## src/rtl/sync_fifo_if.sv

```systemverilog
// Handshake bundle between a FIFO producer/consumer (master) and the FIFO (slave).
interface sync_fifo_if #(
  parameter int unsigned WIDTH = 8,
  parameter int unsigned DEPTH = 16
);
  localparam int unsigned CNT_W = $clog2(DEPTH) + 1;

  logic             i_w_en;
  logic [WIDTH-1:0] i_w_data;
  logic             i_r_en;
  logic [WIDTH-1:0] o_r_data;
  logic             o_empty;
  logic             o_full;
  logic             o_almost_full;
  logic [CNT_W-1:0] o_count;
  logic             o_overflow;
  logic             o_underflow;

  modport slave (
    input  i_w_en, i_w_data, i_r_en,
    output o_r_data, o_empty, o_full, o_almost_full, o_count, o_overflow, o_underflow
  );

  modport master (
    output i_w_en, i_w_data, i_r_en,
    input  o_r_data, o_empty, o_full, o_almost_full, o_count, o_overflow, o_underflow
  );
endinterface

```

## src/rtl/sync_fifo.sv

```systemverilog
// Single-clock FIFO with registered read data, registered status flags and
// sticky overflow/underflow indications.
module sync_fifo #(
  parameter int unsigned WIDTH       = 8,
  parameter int unsigned DEPTH       = 16,
  parameter int unsigned ALMOST_FULL = DEPTH - 2
) (
  input  logic        clk,
  input  logic        i_reset_n,
  sync_fifo_if.slave  bus
);
  localparam int unsigned PTR_W = $clog2(DEPTH);
  localparam int unsigned CNT_W = PTR_W + 1;

  logic [WIDTH-1:0] mem_q [DEPTH];

  logic [PTR_W-1:0] wptr_q, wptr_d;
  logic [PTR_W-1:0] rptr_q, rptr_d;
  logic [CNT_W-1:0] count_q, count_d;
  logic [WIDTH-1:0] r_data_q, r_data_d;
  logic             empty_q, empty_d;
  logic             full_q, full_d;
  logic             afull_q, afull_d;
  logic             ovf_q, ovf_d;
  logic             udf_q, udf_d;
  logic             wr_acc, rd_acc;

  // Accept decisions use only registered flags; a read on a full FIFO frees the slot.
  always_comb begin
    wr_acc   = bus.i_w_en & (~full_q | bus.i_r_en);
    rd_acc   = bus.i_r_en & ~empty_q;
    wptr_d   = wptr_q;
    rptr_d   = rptr_q;
    count_d  = count_q;
    r_data_d = r_data_q;
    ovf_d    = ovf_q | (bus.i_w_en & full_q & ~bus.i_r_en);
    udf_d    = udf_q | (bus.i_r_en & empty_q & ~bus.i_w_en);

    if (wr_acc) wptr_d = wptr_q + PTR_W'(1);
    if (rd_acc) begin
      rptr_d   = rptr_q + PTR_W'(1);
      r_data_d = mem_q[rptr_q];
    end

    unique case ({wr_acc, rd_acc})
      2'b10:   count_d = count_q + CNT_W'(1);
      2'b01:   count_d = count_q - CNT_W'(1);
      default: count_d = count_q;
    endcase

    empty_d = (count_d == CNT_W'(0));
    full_d  = (count_d == CNT_W'(DEPTH));
    afull_d = (count_d >= CNT_W'(ALMOST_FULL));
  end

  always_ff @(posedge clk or negedge i_reset_n) begin
    if (!i_reset_n) begin
      wptr_q   <= '0;
      rptr_q   <= '0;
      count_q  <= '0;
      r_data_q <= '0;
      empty_q  <= 1'b1;
      full_q   <= 1'b0;
      afull_q  <= 1'b0;
      ovf_q    <= 1'b0;
      udf_q    <= 1'b0;
    end else begin
      wptr_q   <= wptr_d;
      rptr_q   <= rptr_d;
      count_q  <= count_d;
      r_data_q <= r_data_d;
      empty_q  <= empty_d;
      full_q   <= full_d;
      afull_q  <= afull_d;
      ovf_q    <= ovf_d;
      udf_q    <= udf_d;
    end
  end

  // Storage is not reset; stale words become unreachable once the pointers clear.
  always_ff @(posedge clk) begin
    if (wr_acc) mem_q[wptr_q] <= bus.i_w_data;
  end

  assign bus.o_r_data      = r_data_q;
  assign bus.o_empty       = empty_q;
  assign bus.o_full        = full_q;
  assign bus.o_almost_full = afull_q;
  assign bus.o_count       = count_q;
  assign bus.o_overflow    = ovf_q;
  assign bus.o_underflow   = udf_q;
endmodule

```

## src/flat_wrapper.sv

```systemverilog
// flat-port wrapper written by rule: the top's interface ports become plain ports
module sync_fifo_flat 
#(
  parameter int unsigned WIDTH       = 8,
  parameter int unsigned DEPTH       = 16,
  parameter int unsigned ALMOST_FULL = DEPTH - 2
)
  (clk, i_reset_n, bus_i_w_en, bus_i_w_data, bus_i_r_en, bus_o_r_data, bus_o_empty, bus_o_full, bus_o_almost_full, bus_o_count, bus_o_overflow, bus_o_underflow);
  sync_fifo_if #(.WIDTH(WIDTH), .DEPTH(DEPTH)) bus_i ();
  input  logic clk;
  input  logic i_reset_n;
  input wire logic [$bits(bus_i.i_w_en)-1:0] bus_i_w_en;
  input wire logic [$bits(bus_i.i_w_data)-1:0] bus_i_w_data;
  input wire logic [$bits(bus_i.i_r_en)-1:0] bus_i_r_en;
  output wire logic [$bits(bus_i.o_r_data)-1:0] bus_o_r_data;
  output wire logic [$bits(bus_i.o_empty)-1:0] bus_o_empty;
  output wire logic [$bits(bus_i.o_full)-1:0] bus_o_full;
  output wire logic [$bits(bus_i.o_almost_full)-1:0] bus_o_almost_full;
  output wire logic [$bits(bus_i.o_count)-1:0] bus_o_count;
  output wire logic [$bits(bus_i.o_overflow)-1:0] bus_o_overflow;
  output wire logic [$bits(bus_i.o_underflow)-1:0] bus_o_underflow;
  assign bus_i.i_w_en = bus_i_w_en;
  assign bus_i.i_w_data = bus_i_w_data;
  assign bus_i.i_r_en = bus_i_r_en;
  assign bus_o_r_data = bus_i.o_r_data;
  assign bus_o_empty = bus_i.o_empty;
  assign bus_o_full = bus_i.o_full;
  assign bus_o_almost_full = bus_i.o_almost_full;
  assign bus_o_count = bus_i.o_count;
  assign bus_o_overflow = bus_i.o_overflow;
  assign bus_o_underflow = bus_i.o_underflow;
  sync_fifo #(.WIDTH(WIDTH), .DEPTH(DEPTH), .ALMOST_FULL(ALMOST_FULL)) u_core (.clk(clk), .i_reset_n(i_reset_n), .bus(bus_i));
endmodule
```

## config.mk

```make
export PLATFORM = sky130hd
export DESIGN_NAME = sync_fifo_flat
export DESIGN_NICKNAME = d
export VERILOG_FILES = /design/src/rtl/sync_fifo_if.sv /design/src/rtl/sync_fifo.sv /design/src/flat_wrapper.sv
export SDC_FILE = /design/constraint.sdc
export NUM_CORES = 1
export LEC_CHECK = 0
export ABC_CLOCK_PERIOD_IN_PS = 4000
export CELL_PAD_IN_SITES_DETAIL_PLACEMENT = 1
export CELL_PAD_IN_SITES_GLOBAL_PLACEMENT = 1
export CORE_UTILIZATION = 55
export DETAILED_ROUTE_END_ITERATION = 12
export HOLD_SLACK_MARGIN = 0.02
export PLACE_DENSITY = 0.88
export SYNTH_ARGS = -nofsm -noshare
export SYNTH_HDL_FRONTEND = slang
export SYNTH_SLANG_ARGS = --single-unit
export TNS_END_PERCENT = 10
```

## constraint.sdc

```tcl
create_clock -name clk -period 4 [get_ports clk]
set_clock_uncertainty 0.05 [all_clocks]
set_input_delay 0.6 -clock clk [delete_from_list [all_inputs] [get_ports clk]]
set_output_delay 0.6 -clock clk [all_outputs]
set_load 0.01 [all_outputs]
```

==> impl_metrics.yaml <==
worst_setup_path:
  worstPathRequired_ns: 4.26
  r2r-start: "u_core.bus.o_full"
  crit_family: "simple AND/OR/NAND/NOR gates"
  arrival_ns: 3.67
  cp-end-kind: "flip-flop"
  ff2ff_path_depth: 11
  r2r-end: "u_core.bus.o_full"
  cp_cell_sequence: "clkdlybuf4s50_1 > nand2b_1 > and2_1 > inv_1 > ha_1 > xor2_1 > ha_1 > inv_1 > a222oi_1 > o31a_1 > nor2_1 > nor4_1"
  slowest_stage: "clkdlybuf4s50_1"
  worstPathBufferInverterCount: 3
  crit_path_start_kind: "input pin"
  reg2reg_slack_ns: 0.94
  worst-path-max-fanout: 9
  path_class: "in2reg"
  slowest_delay_ns: 0.53
clock_network:
  cts-hold-fix-buffers: 0
  tritoncts_num_sinks: 154
  cts_setup_buffers: 0
  htree_levels: 4
  clockBufferDepth: 2
  root_buffer: "clkbuf_16"
  clk_latency_ns: 0.42
  cts_tree: "done"
  cts_resized: 0
  path_clk_slew_ns: 0.06
  numCtsBuffers: 17
timing:
  rsz0062_at_grt: "no"
  final-max-slew-violation-count: 0
  tightest_slew_ns: 1.08
  period_needed_ns: 3.41
  fin_setup_tns_ns: 0
  setup_viol: 0
  slew_headroom_pct: 28.0
  finalCritPeriodShare_pct: 85.2
  fin_ws_ns: 0.594
  hold_viol: 0
  whs_ns: 0.440
  fmax_mhz: 294
logic_synthesis:
  yosysSeqAreaShare_pct: 71.1
  synthArstFlopShare_pct: 16.9
  dominantRegCellSynth: "edfxtp_1"
  netlist_instances: 377
  synth-edff-count: 128
  synth-seq-cells: 154
  netlist_area_mm2: 0.00633
  syn-num-nets: 397
  ys_types: 41
  ys_warn_count: 0
  synth.avg_cell_area_um2: 16.8
detailed_routing:
  drt_wl_total_um: 15100
  num_vias: 3560
  wl_per_cell_um: 26.7
  dr.pass1.iters: 5
  ant_nets: 0
  first_iter_violations: 299
  drt-vias-per-instance: 6.30
  drc_errors: 0
floorplanning:
  core_area_mm2: 0.0110
  die_w_um: 109
  die_h_um: 109
  io_pins: 30
  initial_core_util_pct: 57.4
  rows: 38
  die_area_mm2: 0.0119
global_route:
  grt_use_total_pct: 27.8
  grt_max_degree: 33
  gr-total-overflow: 0
  grt_pass1_vias: 3822
  antenna_found_initial: 0
  grt_pass1_wl_um: 22600
place:
  place_congestion: 0.789
  dpl.cell_count: 533
  io_buffers: 29
  place_hpwl_um: 9100
  pre_cts_slack_ns: 0.293
power:
  ir_drop_mv: 0.480
  seq_power_share_pct: 40.9
  p_sw_share_pct: 31.7
  clock_power_share_pct: 30.2
  switchingPower_mw: 1.82
  p_leak_nw: 2.57
  comb_power_share_pct: 28.9
  p_int_mw: 3.92
  power_density_mw_per_mm2: 776
finish:
  antenna_cells: 0
  final_util_pct: 67.0
  final_cells: 565
  fin_nets: 432
  synthToLayoutAreaGrowth_pct: 16.8
  drive_above_1_share_pct: 18.4
worst_hold_path:
  hold_class: "reg2reg"
  hold_start: "u_core.bus.o_overflow"
  holdPathStages: 1
  min_to: "u_core.bus.o_overflow"
outcome:
  status: "complete, no violations"
flow_run:
  drv_cap: 0
## logic make-up after synthesis
group / after synthesis / share of synthesized area (%)
AO/OA/AOI/OAI: 56 / 5.66
multiplexers: 59 / 13.4
flip-flops: 154 / 71.1
AND/OR/NAND/NOR: 57 / 4.29
buffers and inverters: 31 / 2.39
XOR/XNOR: 12 / 1.66
adder cells (fa/ha/maj): 8 / 1.58
## worst max-delay path by stage
| stage | start | to | slack [ns] | cells past startpoint |
|---|---|---|---|---|
| 6_report | bus_i_r_en | u_core.bus.o_full | 0.59 | 12 |
| 3_3_place_gp | bus_i_r_en | u_core.bus.o_full | 0.58 | 12 |
| 2_1_floorplan | bus_i_r_en | u_core.bus.o_full | 1.05 | 11 |
| 4_1_cts | bus_i_r_en | u_core.bus.o_full | 0.60 | 12 |
| 3_5_place_dp | bus_i_r_en | u_core.bus.o_full | 0.29 | 12 |
| 5_1_grt | bus_i_r_en | u_core.bus.o_full | 0.29 | 12 |
## layout by cell type, fill, tap and decap left out, types with 4 or more instances in the layout
cell type        Yosys  layout
bufinv_16            0       5
nand2b_1             4       4
mux4_1               6       6
inv_1                8       8
mux4_2              10      10
mux2i_1             17      17
buf_4                1       9
clkbuf_16            0      17
o21bai_1             9       9
ha_1                 8       8
mux2_2              26      26
dfrtp_1             25      24
edfxtp_1           128     128
nor2_1              22      22
xnor2_1              8       8
clkdlybuf4s50_1      0      29
a21oi_1             11      11
xor2_1               4       4
o22ai_1             16      16
o21ai_0             10      10
nand2_1             10      10
nor3_1              12      12
## worst reg2reg max path, stage by stage, from the launching register on
cell and delay (ns):
dfrtp_1 0.40, nand2b_1 0.11, and2_1 0.34, inv_1 0.14, ha_1 0.36, xor2_1 0.23, ha_1 0.22, inv_1 0.06
a222oi_1 0.39, o31a_1 0.21, nor2_1 0.08, nor4_1 0.34
## per-layer routing
layer | up-vias | wire length, µm | global-route usage [%]
met3 | 39 | 600 | 5.02
met5 | - | 0 | 0
met1 | 1865 | 6300 | 35.5
li1 | 1536 | - | -
met4 | 0 | 437 | 12.6
met2 | 120 | 7760 | 46.6
## sequential cells by signal, indices dropped and copies added, names as in the netlist
signal	flops
u_core.bus.o_count	5
u_core.bus.o_underflow	1
u_core.rptr_q	4
u_core.bus.o_empty	1
u_core.wptr_q	4
u_core.bus.o_overflow	1
u_core.bus.o_r_data	8
u_core.bus.o_almost_full	1
u_core.bus.o_full	1
u_core.mem_q	128
## stage by stage
stage | instance area [µm²] | total power [mW]
after floorplan | 6330 | 3.39
after global placement | 6760 | 3.84
after detailed placement | 6760 | 3.97
after CTS | 7390 | 5.75
after global routing | 7390 | 5.95
final | 7390 | 5.73
## area by class of cell
| cell class | count | area [µm²] |
|---|---|---|
| flip-flops and latches | 154 | 4500 |
| multi-input cells | 192 | 1680 |
| clock inverters | 14 | 203 |
| fillers | 947 | 3640 |
| well taps | 140 | 175 |
| repair buffers | 39 | 378 |
| inverters | 8 | 30.0 |
| clock buffers | 18 | 429 |
## cells in the mapped netlist (9+ instances only)
cell | count | area share, %
nor2_1 | 22 | 1.3
nor3_1 | 12 | 0.95
o22ai_1 | 16 | 1.6
mux2i_1 | 17 | 2.7
dfrtp_1 | 25 | 9.9
mux4_2 | 10 | 3.6
clkbuf_1 | 10 | 0.59
edfxtp_1 | 128 | 61
o21bai_1 | 9 | 1.1
nand2_1 | 10 | 0.59
a21oi_1 | 11 | 0.87
o21ai_0 | 10 | 0.79
mux2_2 | 26 | 4.6
## power groups by stage
stage	combinational [mW]	sequential, mW	clock (mW)
floorplan	1.22	2.17	0
global placement	1.50	2.34	0
detailed placement	1.60	2.37	0
CTS	1.67	2.35	1.74
global route	1.78	2.38	1.79
finish	1.66	2.34	1.73
Note: power is estimated with default switching activity, not from simulation.
